## src/rtl/aes_sched_pkg.sv

```systemverilog
// Shared types and constants for the two-requester AES job scheduler.
// The job key field is sized for the widest AES key; narrower keys are zero-extended.
package aes_sched_pkg;

  localparam int REQS      = 2;
  localparam int KEY_MAX_W = 256;

  localparam logic MODE_ENC = 1'b0;
  localparam logic MODE_DEC = 1'b1;

  typedef enum logic [2:0] {
    IDLE,
    KEY,
    RUN,
    RESP,
    GAP
  } state_t;

  typedef struct packed {
    logic                 dec;
    logic [127:0]         data;
    logic [KEY_MAX_W-1:0] key;
  } job_t;

endpackage

```

## src/rtl/rr_arbiter2.sv

```systemverilog
// Two-way round-robin arbiter; the pointer moves past the winner only when advance is set.
module rr_arbiter2 (
  input  logic       clk,
  input  logic       rst,
  input  logic [1:0] req,
  input  logic       advance,
  output logic [1:0] grant,
  output logic       win
);

  logic ptr;

  always_comb begin
    grant = 2'b00;
    if (req[ptr]) begin
      grant[ptr] = 1'b1;
    end else if (req[~ptr]) begin
      grant[~ptr] = 1'b1;
    end
  end

  assign win = grant[1];

  always_ff @(posedge clk or negedge rst) begin
    if (!rst) begin
      ptr <= 1'b0;
    end else if (advance && (|req)) begin
      ptr <= ~win;
    end
  end

endmodule

```

## src/rtl/aes_job_scheduler.sv

```systemverilog
// Shares one AES engine between two requesters: round-robin grant, key-cache reuse,
// enable sequencing with a timeout, and a valid/ack response per job.
module aes_job_scheduler
  import aes_sched_pkg::*;
#(
  parameter int Nk      = 4,
  parameter int Nr      = 10,
  parameter int TIMEOUT = 1024
) (
  input  logic                  clk,
  input  logic                  rst,
  input  logic [REQS-1:0]       req,
  input  logic [REQS-1:0]       req_dec,
  input  logic [REQS*128-1:0]   req_data,
  input  logic [REQS*Nk*32-1:0] req_key,
  output logic [REQS-1:0]       gnt,
  output logic [REQS-1:0]       rsp_valid,
  input  logic [REQS-1:0]       rsp_ack,
  output logic [127:0]          rsp_data,
  output logic                  rsp_err,
  output logic                  kx_en,
  output logic [Nk*32-1:0]      kx_key,
  input  logic                  kx_done,
  output logic                  enc_en,
  output logic                  dec_en,
  output logic [127:0]          eng_data,
  input  logic                  enc_done,
  input  logic                  dec_done,
  input  logic [127:0]          enc_out,
  input  logic [127:0]          dec_out
);

  localparam int KW = Nk * 32;
  localparam int CW = $clog2(TIMEOUT + 1);

  // The round count belongs to the engine; an inconsistent pair is visible in the hierarchy.
  if (Nr != Nk + 6) begin : g_nr_mismatch
  end

  state_t               state, state_next;
  job_t                 job, job_next;
  logic                 owner, owner_next;
  logic                 key_cached_valid, key_cached_valid_next;
  logic [KEY_MAX_W-1:0] cached_key, cached_key_next;
  logic [CW-1:0]        tmo_cnt, tmo_cnt_next;
  logic                 gap_to_run, gap_to_run_next;
  logic [127:0]         rsp_data_r, rsp_data_next;
  logic                 rsp_err_r, rsp_err_next;

  logic [1:0]           arb_grant;
  logic                 arb_win;
  logic                 arb_advance;
  logic [127:0]         data_sel;
  logic [KEY_MAX_W-1:0] key_sel;
  logic                 tmo_hit;
  logic                 done_match;

  rr_arbiter2 u_arb (
    .clk     (clk),
    .rst     (rst),
    .req     (req),
    .advance (arb_advance),
    .grant   (arb_grant),
    .win     (arb_win)
  );

  assign data_sel   = arb_win ? req_data[2*128-1:128] : req_data[127:0];
  assign key_sel    = KEY_MAX_W'(arb_win ? req_key[2*KW-1:KW] : req_key[KW-1:0]);
  assign tmo_hit    = (tmo_cnt == CW'(TIMEOUT));
  assign done_match = (job.dec == MODE_DEC) ? dec_done : enc_done;
  assign arb_advance = (state == IDLE) && (|req);

  always_ff @(posedge clk or negedge rst) begin
    if (!rst) begin
      state            <= IDLE;
      job              <= '0;
      owner            <= 1'b0;
      key_cached_valid <= 1'b0;
      cached_key       <= '0;
      tmo_cnt          <= '0;
      gap_to_run       <= 1'b0;
      rsp_data_r       <= '0;
      rsp_err_r        <= 1'b0;
    end else begin
      state            <= state_next;
      job              <= job_next;
      owner            <= owner_next;
      key_cached_valid <= key_cached_valid_next;
      cached_key       <= cached_key_next;
      tmo_cnt          <= tmo_cnt_next;
      gap_to_run       <= gap_to_run_next;
      rsp_data_r       <= rsp_data_next;
      rsp_err_r        <= rsp_err_next;
    end
  end

  always_comb begin
    state_next            = state;
    job_next              = job;
    owner_next            = owner;
    key_cached_valid_next = key_cached_valid;
    cached_key_next       = cached_key;
    tmo_cnt_next          = tmo_cnt;
    gap_to_run_next       = gap_to_run;
    rsp_data_next         = rsp_data_r;
    rsp_err_next          = rsp_err_r;

    case (state)
      IDLE: begin
        if (|req) begin
          owner_next    = arb_win;
          job_next.dec  = req_dec[arb_win];
          job_next.data = data_sel;
          job_next.key  = key_sel;
          tmo_cnt_next  = '0;
          if (key_cached_valid && (key_sel == cached_key)) begin
            state_next = RUN;
          end else begin
            state_next = KEY;
          end
        end
      end

      KEY: begin
        // A done arriving in the same cycle as the timeout still counts as success.
        if (kx_done) begin
          cached_key_next       = job.key;
          key_cached_valid_next = 1'b1;
          gap_to_run_next       = 1'b1;
          state_next            = GAP;
        end else if (tmo_hit) begin
          rsp_err_next          = 1'b1;
          rsp_data_next         = '0;
          key_cached_valid_next = 1'b0;
          state_next            = RESP;
        end else begin
          tmo_cnt_next = tmo_cnt + 1'b1;
        end
      end

      GAP: begin
        if (gap_to_run) begin
          tmo_cnt_next = '0;
          state_next   = RUN;
        end else begin
          state_next = IDLE;
        end
      end

      RUN: begin
        if (done_match) begin
          rsp_data_next = (job.dec == MODE_DEC) ? dec_out : enc_out;
          rsp_err_next  = 1'b0;
          state_next    = RESP;
        end else if (tmo_hit) begin
          rsp_err_next          = 1'b1;
          rsp_data_next         = '0;
          key_cached_valid_next = 1'b0;
          state_next            = RESP;
        end else begin
          tmo_cnt_next = tmo_cnt + 1'b1;
        end
      end

      RESP: begin
        if (rsp_ack[owner]) begin
          gap_to_run_next = 1'b0;
          state_next      = GAP;
        end
      end

      default: state_next = IDLE;
    endcase
  end

  // Grant is combinational so it appears in the first IDLE cycle a request is seen.
  assign gnt       = ((state == IDLE) && rst) ? arb_grant : 2'b00;
  assign kx_en     = (state == KEY) || (state == RUN);
  assign kx_key    = kx_en ? job.key[KW-1:0] : '0;
  assign enc_en    = (state == RUN) && (job.dec == MODE_ENC);
  assign dec_en    = (state == RUN) && (job.dec == MODE_DEC);
  assign eng_data  = (state == RUN) ? job.data : '0;
  assign rsp_valid = (state == RESP) ? (owner ? 2'b10 : 2'b01) : 2'b00;
  assign rsp_data  = (state == RESP) ? rsp_data_r : '0;
  assign rsp_err   = (state == RESP) && rsp_err_r;

endmodule

```

## config.mk

```make
export PLATFORM = sky130hd
export DESIGN_NAME = aes_job_scheduler
export DESIGN_NICKNAME = d
export VERILOG_FILES = /design/src/rtl/aes_sched_pkg.sv /design/src/rtl/rr_arbiter2.sv /design/src/rtl/aes_job_scheduler.sv
export SDC_FILE = /design/constraint.sdc
export NUM_CORES = 1
export LEC_CHECK = 0
export ABC_AREA = 0
export CAP_MARGIN = 0
export CORE_AREA = 4 4 456 458
export DETAILED_ROUTE_END_ITERATION = 7
export DIE_AREA = 0 0 460 462
export PLACE_DENSITY = 0.43
export RECOVER_POWER = 50
export SYNTH_ARGS = -nofsm -noshare
export SYNTH_HDL_FRONTEND = slang
export SYNTH_HIERARCHICAL = 1
export SYNTH_SLANG_ARGS = --single-unit
```

## constraint.sdc

```tcl
create_clock -name clk -period 4.77 [get_ports clk]
set_clock_uncertainty 0.1 [all_clocks]
set_input_delay 1.431 -clock clk [delete_from_list [all_inputs] [get_ports clk]]
set_output_delay 1.431 -clock clk [all_outputs]
set_load 0.03 [all_outputs]
```

==> metrics.txt <==
r2r setup slk 670 ps; CP Data Arrival Time 3080 ps; Clk network pwr share 20.5%; Synth Register Bits 532; Final period util 96.6%; failing checks capacitance limit, slew limit; Final Hold Viols 0; Die ar. 0.213 sq mm; startpoint types flop; Slew Limit Fails 459; Inst Count DP 6467; Sw Pwr 12.3 mW; Mean Syn Cell Area 10.1 sq um; Post-Route WL 181000 microns; std cell rows 166; Clock Latency Late Sink 690 ps; maximum clock frequency 0.217 GHz; Routability Congestion 0.927; crit end category output pin; ys async rst share 100%; initial antenna violation count 83; FF-to-FF path depth 5; global route total overflow 0; Final ANT Viol Nets 0; Slew @ Worst Pin 2410 ps; Int Power 15.7 mW; Root Buffer clkbuf_16; yosys warns 6; DRC errors left 0; Top Ports 1171; Net Count, Synth 3495; setup_tns 0 ps; final setup fails 0; maximum VDD drop 0.485 mV; DR vias 26024; Comb pwr share 49.8%; gr usage total 16.2%; leakage 19.3 nW; commonest non-fill, non-tap cells in the layout clkdlybuf4s50_1 (1104), dfrtp_1 (530), nand2_1 (401); number of iterations in the first detailed-routing pass 6; Setup WS pre-CTS -715 ps; Starting DRT DRC Count 1772; RSZ-0062 raised after global routing true; core area 0.204 sq mm; status finished, violations left; share of layout cells above drive strength 1 10.8%; final worst slack 162 ps; routed vias/inst 3.93; sequential share of power 29.6%; worst hold path class flop to flop; pwr dens 616 mW/mm^2; Worst Path Class, Setup flop to output pin; total CTS buffers 75; required time of the critical path 3240 ps; Initial Util 13.5%; Netlist cell types 47; Vert. Die Dim 462 microns; DP Wirelength 147000 microns; Cells after Synth 2714; Reg clk slew, reported paths 50 ps; nets 4647; Clock Tree Buf Depth 3; most common cell after layout, fill and taps aside clkdlybuf4s50_1; Syn Std Cell Area 0.0275 sq mm; Seq/Total Area, Yosys 48.4%; crit path launch state[0]$_DFFE_PN0P_; end of the critical path rsp_data[86]; Relative slew margins -60.6%; CTS tree built; routed len/inst 27.3 microns; sw frac 43.9%; Post-synth top flop dfrtp_1; port buffer count 1170; Worst R2R Start state[1]$_DFFE_PN0P_; Power Total 27.9 mW; first-pass GRT wire length 236000 microns; total of max-cap violations 7; Final Cell Area 0.0454 sq mm; H-tree depth 3; FF-to-FF End cached_key[115]$_DFFE_PN0P_; Post-synth EDFFs 0; largest net degree at the start of global routing 255; Placed Area 0.0428 sq mm; Non-Filler Instances 6621; number of global-route vias before repair 26175; critical path peak fanout 107; Clock Sinks 532; Syn-to-layout area delta 64.9%; die width 460 microns; Tmin final 4610 ps
-- synthesized netlist by cell type, types with 7 or more instances --
cell | n | area (sq um)
dfrtp_1 | 532 | 13300
nand2_1 | 401 | 1510
mux2i_1 | 381 | 3810
o21ai_0 | 276 | 1380
and2_1 | 261 | 1630
clkbuf_1 | 170 | 638
o22ai_1 | 141 | 882
and3_1 | 135 | 845
mux2_2 | 128 | 1440
xnor2_1 | 62 | 543
nor2_1 | 27 | 101
xor2_1 | 22 | 193
buf_2 | 21 | 105
nor4_1 | 21 | 131
buf_1 | 17 | 63.8
nand4_1 | 17 | 106
a211oi_1 | 8 | 60.1
buf_6 | 8 | 90.1
a21oi_1 | 7 | 35.0
a221oi_1 | 7 | 61.3
o2bb2ai_1 | 7 | 61.3
-- timing repair --
item	CTS	global route
buffers inserted	0	9
hold buffers	0	0
resized for setup	9	20
pin swaps	0	2
endpoints found under the setup margin	47	21
cloned	1	0
endpoints found under the hold margin	0	0
-- worst max-delay path, stage by stage, from the launching register on --
cell and delay, ps:
dfrtp_1 490, nor2b_4 370, buf_12 390, and3_1 260
clkdlybuf4s50_1 790
-- registers in the layout, summed over array words and instances, names as in the netlist --
register          flops
u_arb/ptr             1
key_cached_valid      1
job                 257
rsp_err_r             1
owner                 1
rsp_data_r          128
cached_key          128
state                 3
tmo_cnt              11
gap_to_run            1
-- kinds of logic after synthesis --
family	synth area share, %
xor+xnor	2.67
buf+inv	3.60
simple gates	16.2
fa+ha+maj	0.0909
flops	48.4
compound gates	9.69
mux	19.4
-- final cells by class --
class                      instances  area [sq um]
antenna                           11          27.5
clock inverter                    29           339
inverter                           6          36.3
clock buffer                     104          2130
timing repair buffer            1297         12900
multi-input combinational       1954         13300
fill                           22058        159000
tap                             2688          3360
sequential                       532         13300
-- power by group through the flow --
stage	clock [mW]	sequential, mW	combinational (mW)
2_1_floorplan	0	7.49	8.03
3_3_place_gp	0	8.34	14.1
3_5_place_dp	0	8.33	14.1
4_1_cts	5.96	8.29	14.2
5_1_grt	6.09	8.52	15.0
6_report	5.73	8.27	13.9
-- routing by layer --
layer | track usage, % | part of all wire (%) | vias to the layer above
met5 | 0 | 0.088 | -
met4 | 4.12 | 2.5 | 22
met3 | 3.59 | 6.6 | 232
met2 | 28.1 | 49 | 1145
met1 | 20.2 | 42 | 12829
li1 | - | - | 11796
-- worst min-delay path by stage --
stage / start / endpoint / slack, ps / cells past startpoint
3_5_place_dp: job[301]$_DFFE_PN0P_ / job[301]$_DFFE_PN0P_ / 360 / 2
3_3_place_gp: job[325]$_DFFE_PN0P_ / job[325]$_DFFE_PN0P_ / 350 / 2
5_1_grt: job[263]$_DFFE_PN0P_ / job[263]$_DFFE_PN0P_ / 390 / 2
6_report: job[263]$_DFFE_PN0P_ / job[263]$_DFFE_PN0P_ / 370 / 2
4_1_cts: job[263]$_DFFE_PN0P_ / job[263]$_DFFE_PN0P_ / 370 / 2
2_1_floorplan: job[256]$_DFFE_PN0P_ / job[256]$_DFFE_PN0P_ / 340 / 2
-- per-stage QoR --
stage | utilization, % | hold slack (ps)
after floorplan | - | 342
after global placement | 21.0 | 353
after detailed placement | 21.0 | 362
after CTS | 22.2 | 373
after global routing | 22.2 | 387
final | 22.2 | 367
No activity file was read; power rests on OpenSTA's default activity.
